===== config.mk =====
export PLATFORM = sky130hd
export DESIGN_NAME = conv_bias_relu
export DESIGN_NICKNAME = d
export VERILOG_FILES = /design/src/rtl/conv_bias_relu.sv
export SDC_FILE = /design/constraint.sdc
export NUM_CORES = 1
export LEC_CHECK = 0
export ABC_AREA = 0
export CAP_MARGIN = 20
export CORE_UTILIZATION = 50
export DETAILED_ROUTE_END_ITERATION = 12
export HOLD_SLACK_MARGIN = 0.06
export PLACE_DENSITY = 0.81
export SLEW_MARGIN = 20
export SYNTH_ARGS = -nofsm -noshare
export SYNTH_HDL_FRONTEND = slang
export SYNTH_SLANG_ARGS = --single-unit

===== constraint.sdc =====
create_clock -name clk -period 3.3 [get_ports clk]
set_clock_uncertainty 0.05 [all_clocks]
set_input_delay 0.33 -clock clk [delete_from_list [all_inputs] [get_ports clk]]
set_output_delay 0.33 -clock clk [all_outputs]
set_load 0.01 [all_outputs]

===== src/rtl/conv_bias_relu.sv =====
// ============================================================================
// Module   : conv_bias_relu
// Purpose  : Post-MAC stage: round Q16.16 psum to Q8.8, add per-channel bias,
//            saturate, optional ReLU (macro RELU_EN), valid/ready output.
// Revision : 1.0 - initial release
// ============================================================================
`default_nettype none

module conv_bias_relu #(
    parameter int CH_NUM     = 10,
    parameter int PSUM_W     = 32,
    parameter int DATA_W     = 16,
    parameter int FRAC_SHIFT = 8
) (
    input  logic              clk,
    input  logic              rst,
    input  logic              clear_cnt,
    input  logic              in_valid,
    output logic              in_ready,
    input  logic [PSUM_W-1:0] in_psum,
    output logic              read_bias_signal,
    output logic [15:0]       read_bias_addr,
    input  logic [15:0]       read_bias_data,
    output logic              out_valid,
    input  logic              out_ready,
    output logic [DATA_W-1:0] out_data,
    output logic              out_last
);

    localparam int C_SUM_W = PSUM_W - FRAC_SHIFT + 1;
    localparam int C_CNT_W = (CH_NUM > 1) ? $clog2(CH_NUM) : 1;
    localparam logic [C_CNT_W-1:0]        C_CH_LAST = C_CNT_W'(CH_NUM - 1);
    localparam logic signed [C_SUM_W-1:0] C_SAT_MAX = C_SUM_W'((1 << (DATA_W - 1)) - 1);
    localparam logic signed [C_SUM_W-1:0] C_SAT_MIN = ~C_SAT_MAX;
    localparam logic signed [PSUM_W:0]    C_ROUND   = (PSUM_W + 1)'(1 << (FRAC_SHIFT - 1));

    logic [C_CNT_W-1:0]        ch_cnt_q, ch_cnt_d;
    logic                      s1_valid_q, s1_valid_d;
    logic signed [C_SUM_W-1:0] s1_sum_q, s1_sum_d;
    logic                      s1_last_q, s1_last_d;
    logic                      out_valid_q, out_valid_d;
    logic [DATA_W-1:0]         out_data_q, out_data_d;
    logic                      out_last_q, out_last_d;

    logic                      s2_free, s1_free, accept;
    logic [C_CNT_W-1:0]        ch_cur;
    logic signed [PSUM_W:0]    psum_rnd;
    logic signed [C_SUM_W-1:0] bias_ext;
    logic [DATA_W-1:0]         sat_val, act_val;

    always_comb begin
        s2_free  = !out_valid_q || out_ready;
        s1_free  = !s1_valid_q || s2_free;
        in_ready = s1_free && !rst;
        accept   = in_valid && in_ready;

        // A clear in the accept cycle makes that beat channel 0
        ch_cur           = clear_cnt ? '0 : ch_cnt_q;
        read_bias_signal = accept;
        read_bias_addr   = 16'(ch_cur);

        // One extra bit keeps the rounding add from overflowing
        psum_rnd = $signed({in_psum[PSUM_W-1], in_psum}) + C_ROUND;
        bias_ext = $signed({{(C_SUM_W - 16){read_bias_data[15]}}, read_bias_data});

        ch_cnt_d = ch_cnt_q;
        if (accept) begin
            ch_cnt_d = (ch_cur == C_CH_LAST) ? '0 : ch_cur + C_CNT_W'(1);
        end else if (clear_cnt) begin
            ch_cnt_d = '0;
        end

        s1_valid_d = s1_valid_q;
        s1_sum_d   = s1_sum_q;
        s1_last_d  = s1_last_q;
        if (s1_free) begin
            s1_valid_d = accept;
            if (accept) begin
                s1_sum_d  = C_SUM_W'(psum_rnd >>> FRAC_SHIFT) + bias_ext;
                s1_last_d = (ch_cur == C_CH_LAST);
            end
        end

        if (s1_sum_q > C_SAT_MAX) begin
            sat_val = DATA_W'(C_SAT_MAX);
        end else if (s1_sum_q < C_SAT_MIN) begin
            sat_val = DATA_W'(C_SAT_MIN);
        end else begin
            sat_val = s1_sum_q[DATA_W-1:0];
        end
`ifdef RELU_EN
        act_val = sat_val[DATA_W-1] ? '0 : sat_val;
`else
        act_val = sat_val;
`endif

        out_valid_d = out_valid_q;
        out_data_d  = out_data_q;
        out_last_d  = out_last_q;
        if (s2_free) begin
            out_valid_d = s1_valid_q;
            if (s1_valid_q) begin
                out_data_d = act_val;
                out_last_d = s1_last_q;
            end
        end
    end

    always_ff @(posedge clk) begin
        if (rst) begin
            ch_cnt_q    <= '0;
            s1_valid_q  <= 1'b0;
            s1_sum_q    <= '0;
            s1_last_q   <= 1'b0;
            out_valid_q <= 1'b0;
            out_data_q  <= '0;
            out_last_q  <= 1'b0;
        end else begin
            ch_cnt_q    <= ch_cnt_d;
            s1_valid_q  <= s1_valid_d;
            s1_sum_q    <= s1_sum_d;
            s1_last_q   <= s1_last_d;
            out_valid_q <= out_valid_d;
            out_data_q  <= out_data_d;
            out_last_q  <= out_last_d;
        end
    end

    assign out_valid = out_valid_q;
    assign out_data  = out_data_q;
    assign out_last  = out_last_q;

endmodule

`default_nettype wire

# == Yosys cells after proc, flatten, opt, wreduce, memory -nomap -nowiden ==
# Index checks and enable logic that the tools add are counted.
# W data, S select, Z words.
# word_totals
output_inout_bits,36
elab_cells,27
regBits,49
in_bits,53
# classes
n_eq_ne,1
n_lt_le_gt_ge,2
reduce_logical,9
add_sub_neg,3
muxes,5
# op_table
operator,count
$add A32 B9 Y33 const B,1
$mux W16,2
$add A25 B16 Y25,1
$gt A25 B16 Y1 const B,1
$lt A25 B16 Y1 const B,1
$mux W4,3
$add A4 B1 Y4 const B,1
$eq A4 B4 Y1 const B,1
$reduce_and A2 Y1,2
$logic_not A1 Y1,3
$logic_and A1 B1 Y1,2
$logic_or A1 B1 Y1,2

# == Depth between registers and ports, before layout ==
# Gate-level depths: netlist of run 1.
# logic_depth
word_depth,6
depth_mapped,15
depth_no_buf,14

# == Worst setup path before layout of run 1 ==
# No wires, ideal clock.
# synth_timing
path_type,input to register
start,in in_psum[13]
end,reg s1_sum_q[24]
arrival_time_ns,2.751
path_buffers,1
setup_ns,0.125
setup_slack_ns,0.374
t_required_ns,3.125
path_stages,14
path_cell_list,nand4_1 > nor4_2 > and3_1 > nand3_1 > xnor2_1 > ha_1 > buf_4 > o21ai_0 > inv_1 > a221oi_1 > o31a_1 > o21ai_1 > xnor2_1 > o21ai_1
# synth_via
elab_chain_len,2
# synth_lines
item,line_no,source
start: declaration,20,"input logic [PSUM_W-1:0] in_psum,"
$add A32 B9 Y33,63,"psum_rnd = $signed({in_psum[PSUM_W-1], in_psum}) + C_ROUND;"
$add A25 B16 Y25,79,s1_sum_d = C_SUM_W'(psum_rnd >>> FRAC_SHIFT) + bias_ext;
end signal: assignment,121,s1_sum_q <= s1_sum_d;
end: declaration,39,"logic signed [C_SUM_W-1:0] s1_sum_q, s1_sum_d;"
# Every way passes these cells.
# A chain may end at the register's enable or synchronous reset.

# == Worst setup path in the final report of run 1 ==
# layout_timing
start,in in_psum[16]
end,reg s1_sum_q[22]
# The elaborated chain is that of the path after synthesis.

==> summary.md, run 1 <==
| Metric | Value |
|---|---|
| Startpoint types | input port |
| Max Cap Viol | 0 |
| PwrDens | 338 nW/µm² |
| Drt wl/cell | about 13 µm |
| Yosys cell types | 49 |
| WHS Endpoint | s1_sum_q[1] |
| Switching part of the total | 0.313 |
| Crit path kind | in2reg |
| # port buffers | 69 |
| Synthesized area | ~3600 µm² |
| Crit path arrival time | approximately 3.4 ns |
| Leakage | 0.00219 µW |
| Synth area leader | dfxtp_1 |
| Largest cells by area after synthesis | dfxtp_1 27%, ha_1 9.4%, xnor2_1 7.0% |
| Hold_sp | s1_sum_q[1] |
| Number of enable flip-flop cells after synthesis | 0 |
| Die Height | a little under 90 µm |
| Outcome | completed |
| Peak supply drop | 0.167 mV |
| Reg2Reg Setup Slack | between 1 and 1.5 ns |
| Fin. max-slew vios | 0 |
| Ys flop type | dfxtp_1 |
| Area delta synth->final | 40.4% |
| Vias in the first global route | 3,483 |
| Fraction of registers with async set/reset | 0 |
| Worst r2r src | out_valid |
| Antenna-violating nets left | 0 |
| Layout cells sized above 1 | 0.186 |
| Hold buffers post-CTS | 0 |
| Hold WC Path Type | reg2reg |
| Tot Pwr | 1710 µW |
| CTS H-tree lvls | 2 |
| Largest net degree at the start of global routing | 42 |
| Crit path capture type | register |
| Seq pwr share | 0.403 |
| Synth Warn # | 0 |
| Comb power frac | 0.378 |
| Fin crit share | 0.972 |
| Tmin final | 3.21 ns |
| Fmax | 0.312 GHz |
| Worst EP required | 3.48 ns |
| First-pass GRT wire length | 15,200 µm |
| N_diodes | 0 |
| Via count | between 3,000 and 4,000 |
| Power Internal | approximately 1200 µW |
| Worst hold slack | 0.414 ns |
| Max-slew headroom | 0.369 |
| Synthesized instance count | between 400 and 500 |
| Die span in x | 86.9 µm |
| Slew at the pin with the worst max-slew slack | between 0.9 and 1 ns |
| Clock transition at the registers of the reported paths | about 0.080 ns |
| Root buf cell | clkbuf_8 |
| Syn Area/Cell | 7.68 µm² |
| Num CTS Buffers | 5 |
| Row count | 30 |
| Fillers | ~540 |
| Core Region | 6870 µm² |
| DR vias/cell | ~5.4 |
| Final wirelength | a little over 9000 µm |
| Die area | 7550 µm² |
| Initial core utilization | 0.525 |
| Finished Core Util | 0.736 |
| # DRC | 0 |
| CTS tree | yes |
| Drt first pass iters | 7 |
| Hold Vio Cnt, Final | 0 |
| Sw Pwr | 536 µW |
| R2R depth | 7 |
| RSZ-0062 raised after global routing | yes |
| Max FO, Critical Path | 3 |
| RR Endpoint | ch_cnt_q[3] |
| Final net count | 689 |
| Initial DRC Count | 147 |
| Top-count cell post-synth | nand2_1 |
| Initial antenna violation count | 0 |
| Routability congestion estimate | 0.854 |
| Clock share of power | 0.219 |
| Clk buf depth | 2 |
| Clk Latency, worst-skew pair | 0.30 ns |
| WHS Path Cells | 2 |
| Gr ovfl total | 0 |
| Total clock sinks | 49 |
| Setup Viol. Count Final | 0 |
| Post-synth top cells | 57 x nand2_1, 49 x dfxtp_1, 44 x o21ai_0 |
| I/O pins | 89 |
| Gr usage total | 0.248 |
| #FFs+latches synth | roughly 50 |
| Synth top area share | 0.272 |
| Dpl hpwl | 7290 µm |
| Proportion of synthesized chip area in sequential cells | 0.272 |
[cell type report]
| type | count | area (µm²) | area share |
|---|---|---|---|
| Clock buffer | 7 | 96.3 | 0.0190 |
| Sequential cell | 49 | 981 | 0.194 |
| Inverter | 14 | 52.6 | 0.0104 |
| Timing Repair Buffer | 152 | 1310 | 0.260 |
| Multi-Input combinational cell | 386 | 2490 | 0.492 |
| Tap cell | 96 | 120 | 0.0237 |
| Clock inverter | 1 | 5.00 | 0.000989 |
[kinds of logic after synthesis]
group	count (synthesis)	share of synthesized area
muxes	4	0.0111
AOI/OAI and AO/OA	137	0.234
other	1	0.00104
buffers and inverters	45	0.0656
xor gates and xnor gates	45	0.109
adders and majority gates	28	0.0993
DFF	49	0.272
and+or+nand+nor	160	0.207
[power by group through the flow]
| stage | combinational, µW | clock [µW] | sequential, µW |
|---|---|---|---|
| global route | 714 | 400 | 697 |
| detailed placement | 626 | 0 | 701 |
| global placement | 612 | 0 | 698 |
| finish | 647 | 375 | 690 |
| CTS | 630 | 382 | 689 |
| floorplan | 353 | 0 | 701 |
[how the worst max path moves through the flow]
| stage | from | endpoint | slack (ns) | cells past startpoint |
|---|---|---|---|---|
| CTS | in_psum[11] | s1_sum_q[23] | 0.09 | 15 |
| detailed placement | in_psum[9] | s1_sum_q[23] | -0.24 | 15 |
| global placement | in_psum[9] | s1_sum_q[23] | -0.17 | 15 |
| finish | in_psum[16] | s1_sum_q[22] | 0.09 | 14 |
| global route | in_psum[16] | s1_sum_q[22] | -0.05 | 14 |
| floorplan | in_psum[13] | s1_sum_q[24] | 0.37 | 14 |
[cell usage in the layout, fill, tap and decap left out, types with 2 or more instances in the layout]
cell	count
a211oi_1	2
a21o_1	12
a21oi_1	42
a22oi_1	2
a31o_2	4
a31oi_1	2
and3_1	5
buf_4	83
clkbuf_8	7
clkdlybuf4s50_1	69
conb_1	12
dfxtp_1	49
ha_1	26
inv_1	14
mux2i_1	4
nand2_1	57
nand2b_1	5
nand3_1	29
nand4_1	13
nor2_1	27
nor2_2	2
nor2b_1	5
nor3_1	6
nor4_1	2
o211ai_1	2
o21a_1	3
o21ai_0	42
o21ai_1	3
o21bai_1	5
xnor2_1	29
xor2_1	16
[routing by layer]
layer | vias up | global-route usage | wire [µm]
met5 | - | 0 | 0
li1 | 1925 | - | -
met1 | 1727 | 0.321 | 4210
met4 | 0 | 0.0697 | 155
met2 | 113 | 0.442 | 4480
met3 | 16 | 0.0161 | 349
[stage by stage]
stage	cell area (µm²)	cells	worst slack (ns)	setup TNS (ns)
2_1_floorplan	3640	480	0.374	0
3_3_place_gp	4860	693	-0.168	-0.822
3_5_place_dp	4860	693	-0.235	-1.56
4_1_cts	4970	701	0.0856	0
5_1_grt	5060	705	-0.0532	-0.150
6_report	5060	705	0.0926	0
[worst max-delay path, stage by stage]
cell,delay [ns]
clkdlybuf4s50_1,0.48
nand4_1,0.18
nor4_4,0.38
and3_4,0.24
buf_4,0.11
xnor2_1,0.06
ha_1,0.31
nand4_1,0.13
inv_1,0.09
nand3_1,0.08
o31a_1,0.31
buf_4,0.15
or3_1,0.36
a41oi_2,0.17
[flip-flops by register name, indices dropped and copies added, names as in the netlist]
register    count
out_last        1
s1_sum_q       25
s1_valid_q      1
out_valid       1
s1_last_q       1
out_data       16
ch_cnt_q        4
[what timing repair did]
action                                  in CTS  in global routing
endpoints found under the setup margin       0                  8
resized for setup                            0                 17
hold endpoints to repair                     0                  0
buffers inserted                             0                  4
Power figures use the tool's default switching activity.
==> run 2: changes to the inputs <==
--- a/config.mk
+++ b/config.mk
@@ -8,6 +8,7 @@
 export ABC_AREA = 0
 export CAP_MARGIN = 20
 export CORE_UTILIZATION = 50
+export CTS_CLUSTER_SIZE = 8
 export DETAILED_ROUTE_END_ITERATION = 12
 export HOLD_SLACK_MARGIN = 0.06
 export PLACE_DENSITY = 0.81
==> results of run 2 <==
The final DEF is identical to that of run 1; final timing and power are the same.
==> patch 1, RTL diff (flow settings as in run 1) <==
`CH_NUM`: 10 -> 20.
--- a/src/rtl/conv_bias_relu.sv
+++ b/src/rtl/conv_bias_relu.sv
@@ -8,5 +8,5 @@
 
 module conv_bias_relu #(
-    parameter int CH_NUM     = 10,
+    parameter int CH_NUM     = 20,
     parameter int PSUM_W     = 32,
     parameter int DATA_W     = 16,
Behaviour: no difference found for any inputs over 10 cycles, from zero or initial values and one cycle with rst high; that may be too few to reach the edited logic, so the function may still have changed.
==> patch 1 against run 1 <==
Wire length decreased by 0.33%. Final area increased by 1.3%. Utilization increased by 0.16 points. Non-clock buffer count decreased by 8. Die area increased by 2.3%. Combinational power increased by 1%. Sequential cell count increased by 1. Power increased by 1.5%. Maximum frequency increased by 5.2%. Setup slack improved by 160 ps. Synthesized area increased by 2.3%. First-iteration DRC count increased by 2.7%. Highest routed layer unchanged.
==> patch 1: results (changes against run 1) <==
synth_area_per_cell_um2: 8.00  # +4.1%
cp-startpoint: "in_psum[14]"
status: "finished clean"
grt_pass1_wl_um: 14900  # -2.0%
worst_slew_pin_slew_ps: 875  # -70.5 ps
clock-root-buffer: "clkbuf_8"
peakVddDrop_mv: 0.191  # +14%
preCtsSetupSlack_ps: -440  # -205 ps
drtIter0Drc: 151  # +2.7%
ctsLongestPathBuffers: 2  # unchanged
yosysSeqAreaShare_pct: 27.1  # -0.076 points
yosysWarningCount: 0  # unchanged
grt_usage_pct: 24.3  # -0.49 points
dp.cells: 672  # -3.0%
synth.distinct_cells: 46  # -6.1%
hpwl_um: 7240  # -0.67%
port-buffer-count: 70  # +1.4%
place_area_mm2: 0.00488  # +0.36%
slowest_delay_ps: 490
grt_pass1_vias: 3311  # -4.9%
async_reset_ff_share_pct: 0  # unchanged
crit_family: "simple AND/OR/NAND/NOR gates"
yosys-top-cells-area: "dfxtp_1 (27%), ha_1 (9.5%), xnor2_1 (8.6%)"
top_register: "s1_sum_q"
wirelength_um: 9160  # -0.33%
vias: 3650  # -3.5%
crit_end: "s1_sum_q[24]"
drive_above_1_share_pct: 18.0  # -0.59 points
worstPathMaxFanout: 4  # +1
antenna_found_initial: 0  # unchanged
rows: 30  # unchanged
r2r_end: "out_data[11]"
r2r_start: "s1_sum_q[20]"
cp_slowest_cell: "clkdlybuf4s50_1"
clkLatencyLatePin_ps: 310
antennaDiodeCount: 0  # unchanged
leakagePower_nw: 2.11  # -3.4%
htree_levels: 2  # unchanged
ys.flop_type: "dfxtp_1"
grt_max_degree: 51  # +21%
final_cells: 686  # -2.7%
largest_reg_flops: 25  # unchanged
clkTransAtPathRegs_ps: 90
cts_made_buffers: 5  # unchanged
synth_common_cells: "nand2_1 (54), dfxtp_1 (50), xnor2_1 (36)"
gp_congestion: 0.890  # +4.3%
setup_slack_ps: 252  # +159 ps
dr.pass1.iters: 4  # -3
rr_worst_depth: 4  # -3
r2r_slack_ps: 1390  # +120 ps
hp-class: "reg2reg"
==> patch 1: kinds of logic (layout without fill, tap and decap cells) <==
kind of cell             after synthesis  after routing  synth area share (%)
AO/OA/AOI/OAI                        120            120                  20.5
flip-flops                            50             50                  27.1
other                                  1             11                 0.102
adder cells (fa/ha/maj)               29             29                  10.0
XOR/XNOR                              49             49                  11.6
buffers and inverters                 34            153                  4.82
multiplexers                           2              2                 0.543
AND/OR/NAND/NOR                      176            176                  25.2
==> patch 1: timing repair <==
action	in CTS	in global routing
pin swaps	0	13
resized for setup	4	26
endpoints found under the setup margin	4	10
setup buffers	0	6
==> patch 1: power breakdown <==
group	switching (mW)	internal (mW)
sequential	0.0394	0.665
clock	0.207	0.173
combinational	0.311	0.342
==> patch 1: final cells by class <==
cell class / count / area [µm²]
clock inverter: 2 / 16.3
timing repair buffer: 144 / 1270
inverter: 1 / 3.75
sequential: 50 / 1000
tap: 96 / 120
fill: 531 / 1820
multi-input combinational: 387 / 2630
clock buffer: 6 / 82.6
==> patch 1: tightest hold or removal path: stages, from the launching register on <==
cell and delay [ps]:
dfxtp_1 320, nand2_1 60, a21oi_1 50
==> patch 1: per-layer routing <==
layer	vias to the layer above	track usage, %	part of all wire [%]
met2	102	39.2	46
li1	1889	-	-
met5	-	0	0
met4	0	9.24	1.8
met1	1648	33.2	48
met3	11	2.64	3.8
==> patch 1: worst min-delay path by stage <==
stage / from / cells after the start / endpoint / slack, ps
after detailed placement: s1_last_q / 2 / s1_last_q / 410
after CTS: s1_last_q / 2 / s1_last_q / 420
after global placement: s1_last_q / 2 / s1_last_q / 390
after global routing: s1_sum_q[6] / 2 / out_data[6] / 440
final: s1_last_q / 2 / s1_last_q / 420
after floorplan: clear_cnt / 1 / ch_cnt_q[4] / 360
==> patch 2, RTL diff (flow settings as in run 1) <==
Without the edit above. Make the reset (`rst`) asynchronous in one clocked block.
--- a/src/rtl/conv_bias_relu.sv
+++ b/src/rtl/conv_bias_relu.sv
@@ -107,5 +107,5 @@
     end
 
-    always_ff @(posedge clk) begin
+    always_ff @(posedge clk or posedge rst) begin
         if (rst) begin
             ch_cnt_q    <= '0;
Formal check against the unedited RTL: differs if rst is asserted again (counterexample within 4 cycles, from zero or initial values and one cycle with rst high); with rst held inactive, the same outputs for 10 cycles.
==> patch 2 against run 1 <==
Power rose by 24%. Largest cell class unchanged. Register-to-register slack better by 170 ps. Wire length is 2.2% higher. Clock power increased by 10%. Setup slack got worse by 42 ps. Synthesized cell count down 0.64%. Critical path type unchanged. Utilization fell by 1.1 points. Synthesized area grew 6.0%. Final area rose by 5.2%. Sequential cell count did not move.
==> patch 2: results (changes against run 1) <==
status: "finished clean"
vias: 3785  # +0.11%
htree_levels: 2  # unchanged
wirelength_um: 9400  # +2.2%
synth_area_per_cell_um2: 8.20  # +6.7%
nets: 686  # -0.44%
yosys-top-cells-area: "dfrtp_1 (32%), ha_1 (8.8%), nand2_1 (7.4%)"
grt_pass1_vias: 3519  # +1.0%
grt_pass1_wl_um: 15100  # -0.59%
routedWlPerCell_um: 13.3  # +2.2%
p_sw_share_pct: 32.6  # +1.3 points
yosysSeqAreaShare_pct: 32.1  # +4.9 points
slew_headroom_pct: 58.1  # +21 points
hp-class: "in2async"
ctsLongestPathBuffers: 2  # unchanged
hpwl_um: 7370  # +1.1%
dp.cells: 695  # +0.29%
peakVddDrop_mv: 0.217  # +30%
antennaDiodeCount: 0  # unchanged
grt_usage_pct: 24.1  # -0.67 points
ys.flop_type: "dfrtp_1"
worstPathMaxFanout: 5  # +2
synth.distinct_cells: 53  # +8.2%
async_reset_ff_share_pct: 100  # +100 points
drive_above_1_share_pct: 18.5  # -0.073 points
gp_congestion: 0.863  # +1.0%
grt_max_degree: 50  # +19%
power_density_mw_per_mm2: 400  # +18%
leakagePower_nw: 2.40  # +9.9%
r2r_slack_ps: 1440  # +170 ps
worstPathArrival_ps: 3390  # about the same
dr.pass1.iters: 4  # -3
drtIter0Drc: 239  # +63%
[patch 2: changes by cell type after synthesis, moves of 5 or more]
cell     before  now
o21ai_0      44   26
and4_1        1    6
a211o_1       0    5
dfrtp_1       0   49
buf_4        18   12
and2_1        2    7
nand2_1      57   75
and3_1        6    1
nand3_1      30   20
dfxtp_1      49    0
[patch 2: kinds of logic (layout without fill, tap and decap cells)]
kind of cell,after synthesis,count (layout),synth area share (%)
fa+ha+maj,28,28,9.37
simple gates,181,181,22.4
xor+xnor,41,41,9.40
other cells,1,12,0.0982
flops,49,49,32.1
buf+inv,39,168,5.01
mux,3,3,0.884
compound gates,124,124,20.7
[patch 2: stage by stage]
stage	setup slack (ps)	cell area (µm²)	hold slack (ps)	total power [mW]
floorplan	320	3860	346	1.29
global placement	-244	5110	398	1.67
detailed placement	-319	5110	404	1.70
CTS	2.74	5230	422	2.12
global route	-82.7	5320	366	2.27
finish	50.5	5320	339	2.13
[patch 2: path summary, 6_finish.rpt]
| kind | cells after the start | from | end |
|---|---|---|---|
| min reg2reg | 2 | s1_last_q | s1_last_q |
| min in group clk | 2 | s1_last_q | s1_last_q |
| max reg2reg | 8 | out_valid | s1_sum_q[22] |
| max in group asynchronous | 3 | rst | ch_cnt_q[3] |
| min | 2 | rst | out_data[15] |
| max | 13 | in_psum[9] | s1_sum_q[22] |
[patch 2: routing by layer]
metal	wire length, µm	global-route usage (%)
met3	222	1.57
met2	4590	41.7
met1	4390	31.8
met4	193	8.66
met5	0	0
[patch 2: critical path: stages]
cell and delay, ps:
clkdlybuf4s50_1 500, and4_4 270, and4_1 220, and4_4 260, nand3_2 130, nor2_4 150
xor2_2 180, ha_1 290, a21o_1 180, a21oi_1 160, o21bai_1 110, or3_1 330
a211o_1 270
[patch 2: area by class of cell]
cell class              instances  area [µm²]
multi-input cells             389        2510
fillers                       566        2010
repair buffers                149        1300
flip-flops and latches         49        1230
well taps                      99         124
clock buffers                   6        72.6
inverters                      11        41.3
clock inverters                 2        38.8
[patch 2: what timing repair did]
action / in CTS / in global routing
pin swaps: 0 / 5
resized for setup: 2 / 16
setup endpoints to repair: 1 / 9
endpoints found under the hold margin: 0 / 0
buffers inserted: 0 / 1
[patch 2: power by group through the flow]
stage          clock (mW)  sequential [mW]  combinational, mW
2_1_floorplan           0            0.853              0.434
3_3_place_gp            0            0.827              0.842
3_5_place_dp            0            0.837              0.863
4_1_cts             0.422            0.825              0.871
5_1_grt             0.448            0.841              0.985
6_report            0.413            0.825              0.890
